--- src/rtl/rr_pkg.sv ---
// Shared types for the round-robin burst arbiter.
package rr_pkg;

    typedef enum logic [0:0] {
        IDLE = 1'b0,
        BUSY = 1'b1
    } state_e;

endpackage

--- src/rtl/rr_burst_arb_if.sv ---
// Requester-side handshake bundle of the round-robin burst arbiter.
interface rr_burst_arb_if #(
    parameter int N    = 10,
    parameter int logN = $clog2(N)
);
    logic [N-1:0]    req;
    logic [N-1:0]    req_last;
    logic            ready;
    logic [N-1:0]    gnt;
    logic [logN-1:0] gnt_id;
    logic            out_valid;
    logic            busy;
    logic            err_overrun;

    modport master (
        output req, req_last, ready,
        input  gnt, gnt_id, out_valid, busy, err_overrun
    );

    modport slave (
        input  req, req_last, ready,
        output gnt, gnt_id, out_valid, busy, err_overrun
    );
endinterface

--- src/rtl/rr_pick.sv ---
// Combinational round-robin pick: first asserted request after ptr, wrapping modulo N.
module rr_pick #(
    parameter int N    = 10,
    parameter int logN = $clog2(N)
) (
    input  logic [N-1:0]    req,
    input  logic [logN-1:0] ptr,
    output logic [N-1:0]    onehot,
    output logic [logN-1:0] index,
    output logic            any
);

    // Scan offsets 1..N from ptr; the first hit wins and later hits are ignored.
    always_comb begin
        int   idx_i;
        logic hit_s;
        any    = 1'b0;
        index  = {logN{1'b0}};
        idx_i  = 0;
        hit_s  = 1'b0;
        for (int k = 1; k <= N; k++) begin
            idx_i = (int'(ptr) + k) % N;
            hit_s = ~any & req[logN'(idx_i)];
            index = hit_s ? logN'(idx_i) : index;
            any   = any | hit_s;
        end
        onehot = any ? (N'(1'b1) << index) : {N{1'b0}};
    end

endmodule

--- src/rtl/rr_burst_arb.sv ---
// Round-robin burst arbiter: holds a grant for a whole burst, hands off with no bubble.
module rr_burst_arb
    import rr_pkg::*;
#(
    parameter int N         = 10,
    parameter int logN      = $clog2(N),
    parameter int MAX_BEATS = 16
) (
    input  logic         clk,
    input  logic         rst_n,
    rr_burst_arb_if.slave bus
);

    localparam int              CW      = $clog2(MAX_BEATS + 1);
    localparam logic [CW-1:0]   MAX_CNT = CW'(MAX_BEATS);
    localparam logic [logN-1:0] LP_RST  = logN'(N - 1);

    state_e          state_q, state_d;
    logic [N-1:0]    gnt_q, gnt_d;
    logic [logN-1:0] gnt_id_q, gnt_id_d;
    logic [logN-1:0] last_ptr_q, last_ptr_d;
    logic [CW-1:0]   beat_cnt_q, beat_cnt_d;
    logic            err_q, err_d;

    logic            busy_s, accept_s, is_last_s, cnt_hit_s, release_s;
    logic [CW-1:0]   cnt_inc_s;
    logic [logN-1:0] pick_ptr_s, pick_idx_s;
    logic [N-1:0]    pick_req_s, pick_oh_s;
    logic            pick_any_s;

    assign busy_s    = (state_q == BUSY);
    assign accept_s  = busy_s & bus.req[gnt_id_q] & bus.ready;
    assign is_last_s = bus.req_last[gnt_id_q];
    assign cnt_inc_s = beat_cnt_q + CW'(1'b1);
    assign cnt_hit_s = (cnt_inc_s == MAX_CNT);
    assign release_s = accept_s & (is_last_s | cnt_hit_s);

    // On release the owner is both the new pointer and masked out, so it goes last.
    assign pick_ptr_s = busy_s ? gnt_id_q : last_ptr_q;
    assign pick_req_s = release_s ? (bus.req & ~gnt_q) : bus.req;

    rr_pick #(
        .N    (N),
        .logN (logN)
    ) u_pick (
        .req    (pick_req_s),
        .ptr    (pick_ptr_s),
        .onehot (pick_oh_s),
        .index  (pick_idx_s),
        .any    (pick_any_s)
    );

    // Next-state, grant, beat counter and overrun flag.
    always_comb begin
        state_d    = state_q;
        gnt_d      = gnt_q;
        gnt_id_d   = gnt_id_q;
        last_ptr_d = last_ptr_q;
        beat_cnt_d = beat_cnt_q;
        err_d      = 1'b0;
        case (state_q)
            IDLE: begin
                if (pick_any_s) begin
                    state_d  = BUSY;
                    gnt_d    = pick_oh_s;
                    gnt_id_d = pick_idx_s;
                end else begin
                    state_d  = IDLE;
                end
            end
            BUSY: begin
                if (release_s) begin
                    last_ptr_d = gnt_id_q;
                    beat_cnt_d = {CW{1'b0}};
                    err_d      = cnt_hit_s & ~is_last_s;
                    if (pick_any_s) begin
                        state_d  = BUSY;
                        gnt_d    = pick_oh_s;
                        gnt_id_d = pick_idx_s;
                    end else begin
                        state_d  = IDLE;
                        gnt_d    = {N{1'b0}};
                        gnt_id_d = {logN{1'b0}};
                    end
                end else if (accept_s) begin
                    beat_cnt_d = cnt_inc_s;
                end else begin
                    beat_cnt_d = beat_cnt_q;
                end
            end
            default: begin
                state_d    = IDLE;
                gnt_d      = {N{1'b0}};
                gnt_id_d   = {logN{1'b0}};
                beat_cnt_d = {CW{1'b0}};
            end
        endcase
    end

    // State registers; reset gives requester 0 first priority.
    always_ff @(posedge clk or negedge rst_n) begin
        if (!rst_n) begin
            state_q    <= IDLE;
            gnt_q      <= {N{1'b0}};
            gnt_id_q   <= {logN{1'b0}};
            last_ptr_q <= LP_RST;
            beat_cnt_q <= {CW{1'b0}};
            err_q      <= 1'b0;
        end else begin
            state_q    <= state_d;
            gnt_q      <= gnt_d;
            gnt_id_q   <= gnt_id_d;
            last_ptr_q <= last_ptr_d;
            beat_cnt_q <= beat_cnt_d;
            err_q      <= err_d;
        end
    end

    assign bus.gnt         = gnt_q;
    assign bus.gnt_id      = gnt_id_q;
    assign bus.busy        = busy_s;
    assign bus.out_valid   = busy_s & bus.req[gnt_id_q];
    assign bus.err_overrun = err_q;

endmodule

--- src/flat_wrapper.sv ---
// flat-port wrapper written by rule: the top's interface ports become plain ports
module rr_burst_arb_flat import rr_pkg::*;
#(
    parameter int N         = 10,
    parameter int logN      = $clog2(N),
    parameter int MAX_BEATS = 16
)
  (clk, rst_n, bus_req, bus_req_last, bus_ready, bus_gnt, bus_gnt_id, bus_out_valid, bus_busy, bus_err_overrun);
  rr_burst_arb_if #(.N(N), .logN(logN)) bus_i ();
  input  logic clk;
  input  logic rst_n;
  input wire logic [$bits(bus_i.req)-1:0] bus_req;
  input wire logic [$bits(bus_i.req_last)-1:0] bus_req_last;
  input wire logic [$bits(bus_i.ready)-1:0] bus_ready;
  output wire logic [$bits(bus_i.gnt)-1:0] bus_gnt;
  output wire logic [$bits(bus_i.gnt_id)-1:0] bus_gnt_id;
  output wire logic [$bits(bus_i.out_valid)-1:0] bus_out_valid;
  output wire logic [$bits(bus_i.busy)-1:0] bus_busy;
  output wire logic [$bits(bus_i.err_overrun)-1:0] bus_err_overrun;
  assign bus_i.req = bus_req;
  assign bus_i.req_last = bus_req_last;
  assign bus_i.ready = bus_ready;
  assign bus_gnt = bus_i.gnt;
  assign bus_gnt_id = bus_i.gnt_id;
  assign bus_out_valid = bus_i.out_valid;
  assign bus_busy = bus_i.busy;
  assign bus_err_overrun = bus_i.err_overrun;
  rr_burst_arb #(.N(N), .logN(logN), .MAX_BEATS(MAX_BEATS)) u_core (.clk(clk), .rst_n(rst_n), .bus(bus_i));
endmodule
--- config.mk ---
export PLATFORM = sky130hd
export DESIGN_NAME = rr_burst_arb_flat
export DESIGN_NICKNAME = d
export VERILOG_FILES = /design/src/rtl/rr_pkg.sv /design/src/rtl/rr_burst_arb_if.sv /design/src/rtl/rr_pick.sv /design/src/rtl/rr_burst_arb.sv /design/src/flat_wrapper.sv
export SDC_FILE = /design/constraint.sdc
export NUM_CORES = 1
export LEC_CHECK = 0
export ABC_AREA = 1
export CORE_UTILIZATION = 30
export DETAILED_ROUTE_END_ITERATION = 6
export DONT_BUFFER_PORTS = 1
export HOLD_SLACK_MARGIN = 0.1
export PLACE_DENSITY_LB_ADDON = 0.2
export SYNTH_ARGS = -nofsm -noshare
export SYNTH_HDL_FRONTEND = slang
export SYNTH_HIERARCHICAL = 1
export SYNTH_SLANG_ARGS = --single-unit
--- constraint.sdc ---
create_clock -name clk -period 16.8 [get_ports clk]
set_input_delay 3.36 -clock clk [delete_from_list [all_inputs] [get_ports clk]]
set_output_delay 3.36 -clock clk [all_outputs]
set_load 0.005 [all_outputs]
Word-level counts from Yosys, hierarchy flattened
Cells that the tools add are included.
{"block": "totals", "regBits": 25, "latchBits": 0, "mem_bits_rw": 0, "rom_bits": 0, "input_bits": 23, "output_inout_bits": 17, "elab_cells": 143, "n_memories": 0}
{"block": "op_classes", "n_addsub": 11, "n_mul": 0, "div": 10, "order_cmp": 11, "eq_ne": 3, "shifts": 1, "mux": 61, "bitwise": 36, "n_reduce_logical": 4}
{"operator": "$mod A32 B5 Y32 const B", "count": 10}
{"operator": "$lt A4 B6 Y1 const B", "count": 10}
{"operator": "$mux W4", "count": 14}
{"operator": "$bmux W1 S4", "count": 12}
{"operator": "$mux W10", "count": 4}
{"operator": "$mux W1", "count": 26}
{"operator": "$add A4 B3 Y5 const B", "count": 4}
{"operator": "$pmux W10 S2", "count": 1}
{"operator": "$add A4 B4 Y5 const B", "count": 3}
{"operator": "$and A1 B1 Y1", "count": 13}
{"operator": "$not A1 Y1", "count": 11}
{"operator": "$add A4 B2 Y5 const B", "count": 2}
{"operator": "$and A10 B10 Y10", "count": 1}
{"operator": "$mux W5", "count": 2}
{"operator": "$not A10 Y10", "count": 1}
{"operator": "$or A1 B1 Y1", "count": 10}
{"operator": "$shl A1 B4 Y10 const A", "count": 1}
{"operator": "$pmux W4 S2", "count": 1}
{"operator": "$reduce_and A2 Y1", "count": 3}
{"operator": "$add A4 B1 Y5 const B", "count": 1}
{"operator": "$add A5 B1 Y5 const B", "count": 1}
{"operator": "$eq A5 B5 Y1 const B", "count": 1}
{"operator": "$lt A4 B5 Y1 const B", "count": 1}
{"operator": "$ne A2 B1 Y1 const B", "count": 1}
{"operator": "other kinds (3)", "count": 3}

Longest topological paths before layout
{"block": "logic_depth", "ltp_word": 40, "ltp_mapped": 38}

By module
The synthesis kept the hierarchy.
{"mod": "rr_pick", "n_inst": 1, "cells_per_inst": 647, "area_per_inst_um2": 3455.8, "seq_area_each_um2": 0.0}
{"mod": "rr_burst_arb", "n_inst": 1, "cells_per_inst": 239, "area_per_inst_um2": 1611.5, "seq_area_each_um2": 628.1}

Worst setup path after synthesis
OpenSTA, ideal clock, no wires.
{"block": "synth_timing", "kind": "input to output", "startpoint": "in bus_req[7]", "endpoint": "out bus_out_valid", "arrival_ns": 3.914, "t_required_ns": 13.440, "setup_slack_ns": 9.526, "stages": 6, "cell_sequence": "inv_1 -> nand2_1 -> nand3_1 -> nand3_1 -> nand3_2 -> a21oi_2"}
{"block": "synth_between", "elab_chain_cells": 3}
{"element": "from (decl)", "line": "flat_wrapper.sv:12", "rtl": "input wire logic [$bits(bus_i.req)-1:0] bus_req;"}
{"element": "$bmux W1 S4", "line": "rr_burst_arb.sv:122", "rtl": "assign bus.out_valid = busy_s & bus.req[gnt_id_q];"}
{"element": "$mux W1 (not written as such)", "line": "rr_burst_arb.sv:122"}
{"element": "$and A1 B1 Y1", "line": "rr_burst_arb.sv:122"}
{"element": "to (decl)", "line": "flat_wrapper.sv:17", "rtl": "output wire logic [$bits(bus_i.out_valid)-1:0] bus_out_valid;"}
Every way passes these cells. The select of a mux whose other input is x is not followed.

Worst setup path in the final report
Ends and elaborated chain as after synthesis.

==> results.py <==
metrics = {
    "placement": {
        "place.gp.congestion": 0.824,
        "place_hpwl_um": 11700,
        "numPortBuffers": 0,
        "dp_cells": 1088,
        "dp_slack_ns": 9.29,
    },
    "finish": {
        "finalNetCount": 934,
        "regArea_sq_um": 628,
        "final_cell_count_no_fill": 1092,
        "drive_above_1_share_pct": 9.63,
        "syn2layout_area_growth_pct": 4.89,
        "antennaDiodeCount": 0,
        "multi_input_area_sq_um": 3720,
        "utilization_pct": 32.2,
        "fillers": 1892,
    },
    "setup_path": {
        "crit_slowest_cell": "a21oi_2",
        "worstPathArrival_ns": 4.04,
        "r2r-end": "u_core/bus.gnt_id[3]$_DFFE_PN0P_",
        "cp-end-kind": "primary output",
        "r2r_start": "u_core/bus.busy$_DFF_PN0_",
        "startpoint_type": "input port",
        "worstSetupPathType": "in -> out",
        "rrSetupSlack_ns": 10.89,
        "crit_path_max_incr_delay_ns": 0.29,
        "reg2regPathDepth": 28,
        "cp_cell_sequence": "inv_1 -> nand2_1 -> nand3_1 -> nand3_1 -> nand3_2 -> a21oi_2",
        "worstPathRequired_ns": 13.44,
        "path_max_fanout": 5,
        "worst_path_most_repeated_cell": "nand3_1",
    },
    "min_path": {
        "holdPathEnd": "u_core/last_ptr_q[0]$_DFFE_PN1P_",
        "holdPathStages": 2,
        "hp-start": "u_core/last_ptr_q[0]$_DFFE_PN1P_",
        "hold_class": "reg -> reg",
    },
    "synth": {
        "ys_types": 47,
        "syn_avg_cell_area_sq_um": 5.72,
        "syn_inst": 886,
        "ys_seq_elements": 25,
        "synth_top_area_share_pct": 19.7,
        "synth_fp_nets": 947,
        "yosysTopAreaCell": "nand2_1",
        "synth_area_sq_um": 5070,
        "seq_area_frac_synth_pct": 12.4,
        "synth_area_leaders": "nand2_1, nand3_1, dfrtp_1, inv_1, ha_1",
        "yosys_warnings": 6,
    },
    "sta": {
        "layout_setup_ws_ns": 9.40,
        "finalMaxSlewViolations": 0,
        "finalHoldViolCount": 0,
        "period_needed_ns": 7.40,
        "post-route-period-util_pct": 44.0,
        "rsz0062_at_grt": "false",
        "skew_ns": 0.00272,
        "relSlewSlack_pct": 44.3,
        "max_freq_ghz": 0.135,
        "tns_ns": 0,
        "worst_pin_slew_ns": 0.827,
        "setup_viol": 0,
    },
    "routing": {
        "post_drt_wl_per_cell_um": 13.3,
        "drt_iter0_drc": 269,
        "totalWireLength_um": 14500,
        "dr_wl_met3_um": 520,
        "dr_wl_met2_um": 6580,
        "via_per_inst": 4.79,
        "vias": 5229,
        "drc": 0,
        "drt-met1-wl_um": 7290,
        "detail-route-antenna-nets": 0,
        "highest-signal-layer": "met4",
        "drtPass1Iterations": 6,
    },
    "cts": {
        "clockBufferDepth": 2,
        "cts_tree": "done",
        "clk_latency_ns": 0.26,
        "ctsHoldBuffers": 0,
        "cts_max_level": 1,
        "cts_setup_buffers": 0,
        "clockRootBuffer": "clkbuf_16",
        "post_cts_resized": 0,
        "clkTransAtPathRegs_ns": 0.06,
        "clock-sinks": 25,
        "cts_buffers": 3,
    },
    "die": {
        "die_area_sq_um": 17400,
        "die_width_um": 132,
        "initial_core_util_pct": 30.7,
        "ios": 40,
        "die_y_um": 132,
        "placementRows": 47,
        "design.core.area_sq_um": 16500,
    },
    "outcome": {
        "status": "finished clean",
    },
    "grt": {
        "first_global_vias": 4792,
        "grt_max_degree": 35,
        "grtUsageTotal_pct": 16.7,
        "overflow": 0,
        "grt_pass1_wl_um": 24000,
        "antenna_found_initial": 0,
    },
    "flow_run": {
        "maxCapViolCount": 0,
    },
}
## worst max-delay path by stage
stage | start | end | slack (ns) | cells after the start
final | bus_req[7] | bus_out_valid | 9.40 | 6
after global routing | bus_req[3] | u_core/bus.gnt_id[3]$_DFFE_PN0P_ | 8.87 | 29
after CTS | bus_req[3] | bus_out_valid | 9.39 | 6
after floorplan | bus_req[7] | bus_out_valid | 9.53 | 6
after global placement | bus_req[3] | u_core/bus.gnt_id[3]$_DFFE_PN0P_ | 9.26 | 26
after detailed placement | bus_req_last[5] | u_core/bus.gnt_id[3]$_DFFE_PN0P_ | 9.29 | 26
## final cells by class
type,instances,share of cell area (%)
clock buffer,3,1.41
clock inverter,1,0.141
inverter,153,10.9
multi-input combinational,686,70.0
sequential,25,11.8
tap,220,5.18
timing repair buffer,4,0.565
## cells by family after synthesis
group / Yosys count / synth area share, %
flip-flops: 25 / 12.4
adder cells (fa/ha/maj): 38 / 9.38
XOR/XNOR: 21 / 3.93
AND/OR/NAND/NOR: 554 / 50.9
AO/OA/AOI/OAI: 73 / 9.01
buffers and inverters: 175 / 14.3
## cell usage after synthesis, drive strengths merged
cell type  count
o211ai         4
buf           15
o2111ai        1
o21ai         51
a22o           1
dfstp          2
nand2        287
nor3           5
dfrtp         23
inv          152
xnor2          2
nand3        129
xor2          19
a21o           1
ha            38
o22ai          2
nand3b        10
a21oi          9
nor2          94
clkbuf         7
o21a           3
o31ai          1
clkinv         1
nand2b         1
or2            6
nand4         22
## per-layer routing
metal / GRT usage, % / vias to the layer above
met1: 23.2 / 2357
met2: 28.6 / 90
met3: 1.38 / 8
li1: - / 2774
met5: 0 / -
met4: 2.65 / 0
## state kept, by name, summed over array words and instances, names as in the netlist
register,count
u_core/bus.gnt,10
u_core/beat_cnt_q,5
u_core/bus.gnt_id,4
u_core/last_ptr_q,4
u_core/bus.busy,1
u_core/bus.err_overrun,1
## worst max-delay path, delay by kind of cell
family / cells / cell delay (ns)
AOI/OAI and AO/OA: 1 / 0.29
buffers and inverters: 1 / 0.04
and+or+nand+nor: 4 / 0.34
## stage by stage
stage / area, sq um / hold slack [ns]
finish: 5320 / 0.474
global route: 5320 / 0.508
CTS: 5320 / 0.476
detailed placement: 5230 / 0.466
global placement: 5230 / 0.468
floorplan: 5070 / 0.451
## layout by cell type, fill, tap and decap left out, types with 5 or more instances in the layout
cell | netlist | routed
inv_2 | 11 | 11
o21ai_1 | 18 | 19
nand4_1 | 20 | 20
o21ai_0 | 26 | 23
nor2_2 | 5 | 5
nand3_1 | 119 | 119
nand2_2 | 16 | 16
ha_1 | 38 | 38
xor2_1 | 17 | 17
dfrtp_1 | 23 | 23
nand3_2 | 9 | 9
o21ai_2 | 5 | 7
nand2_1 | 266 | 266
nor3_1 | 5 | 5
a21oi_1 | 6 | 6
nand3b_1 | 10 | 10
nor2_1 | 85 | 85
inv_1 | 139 | 139
Power is not shown: default switching activity piles up to over one toggle a cycle in this logic, so the estimate is an artifact.
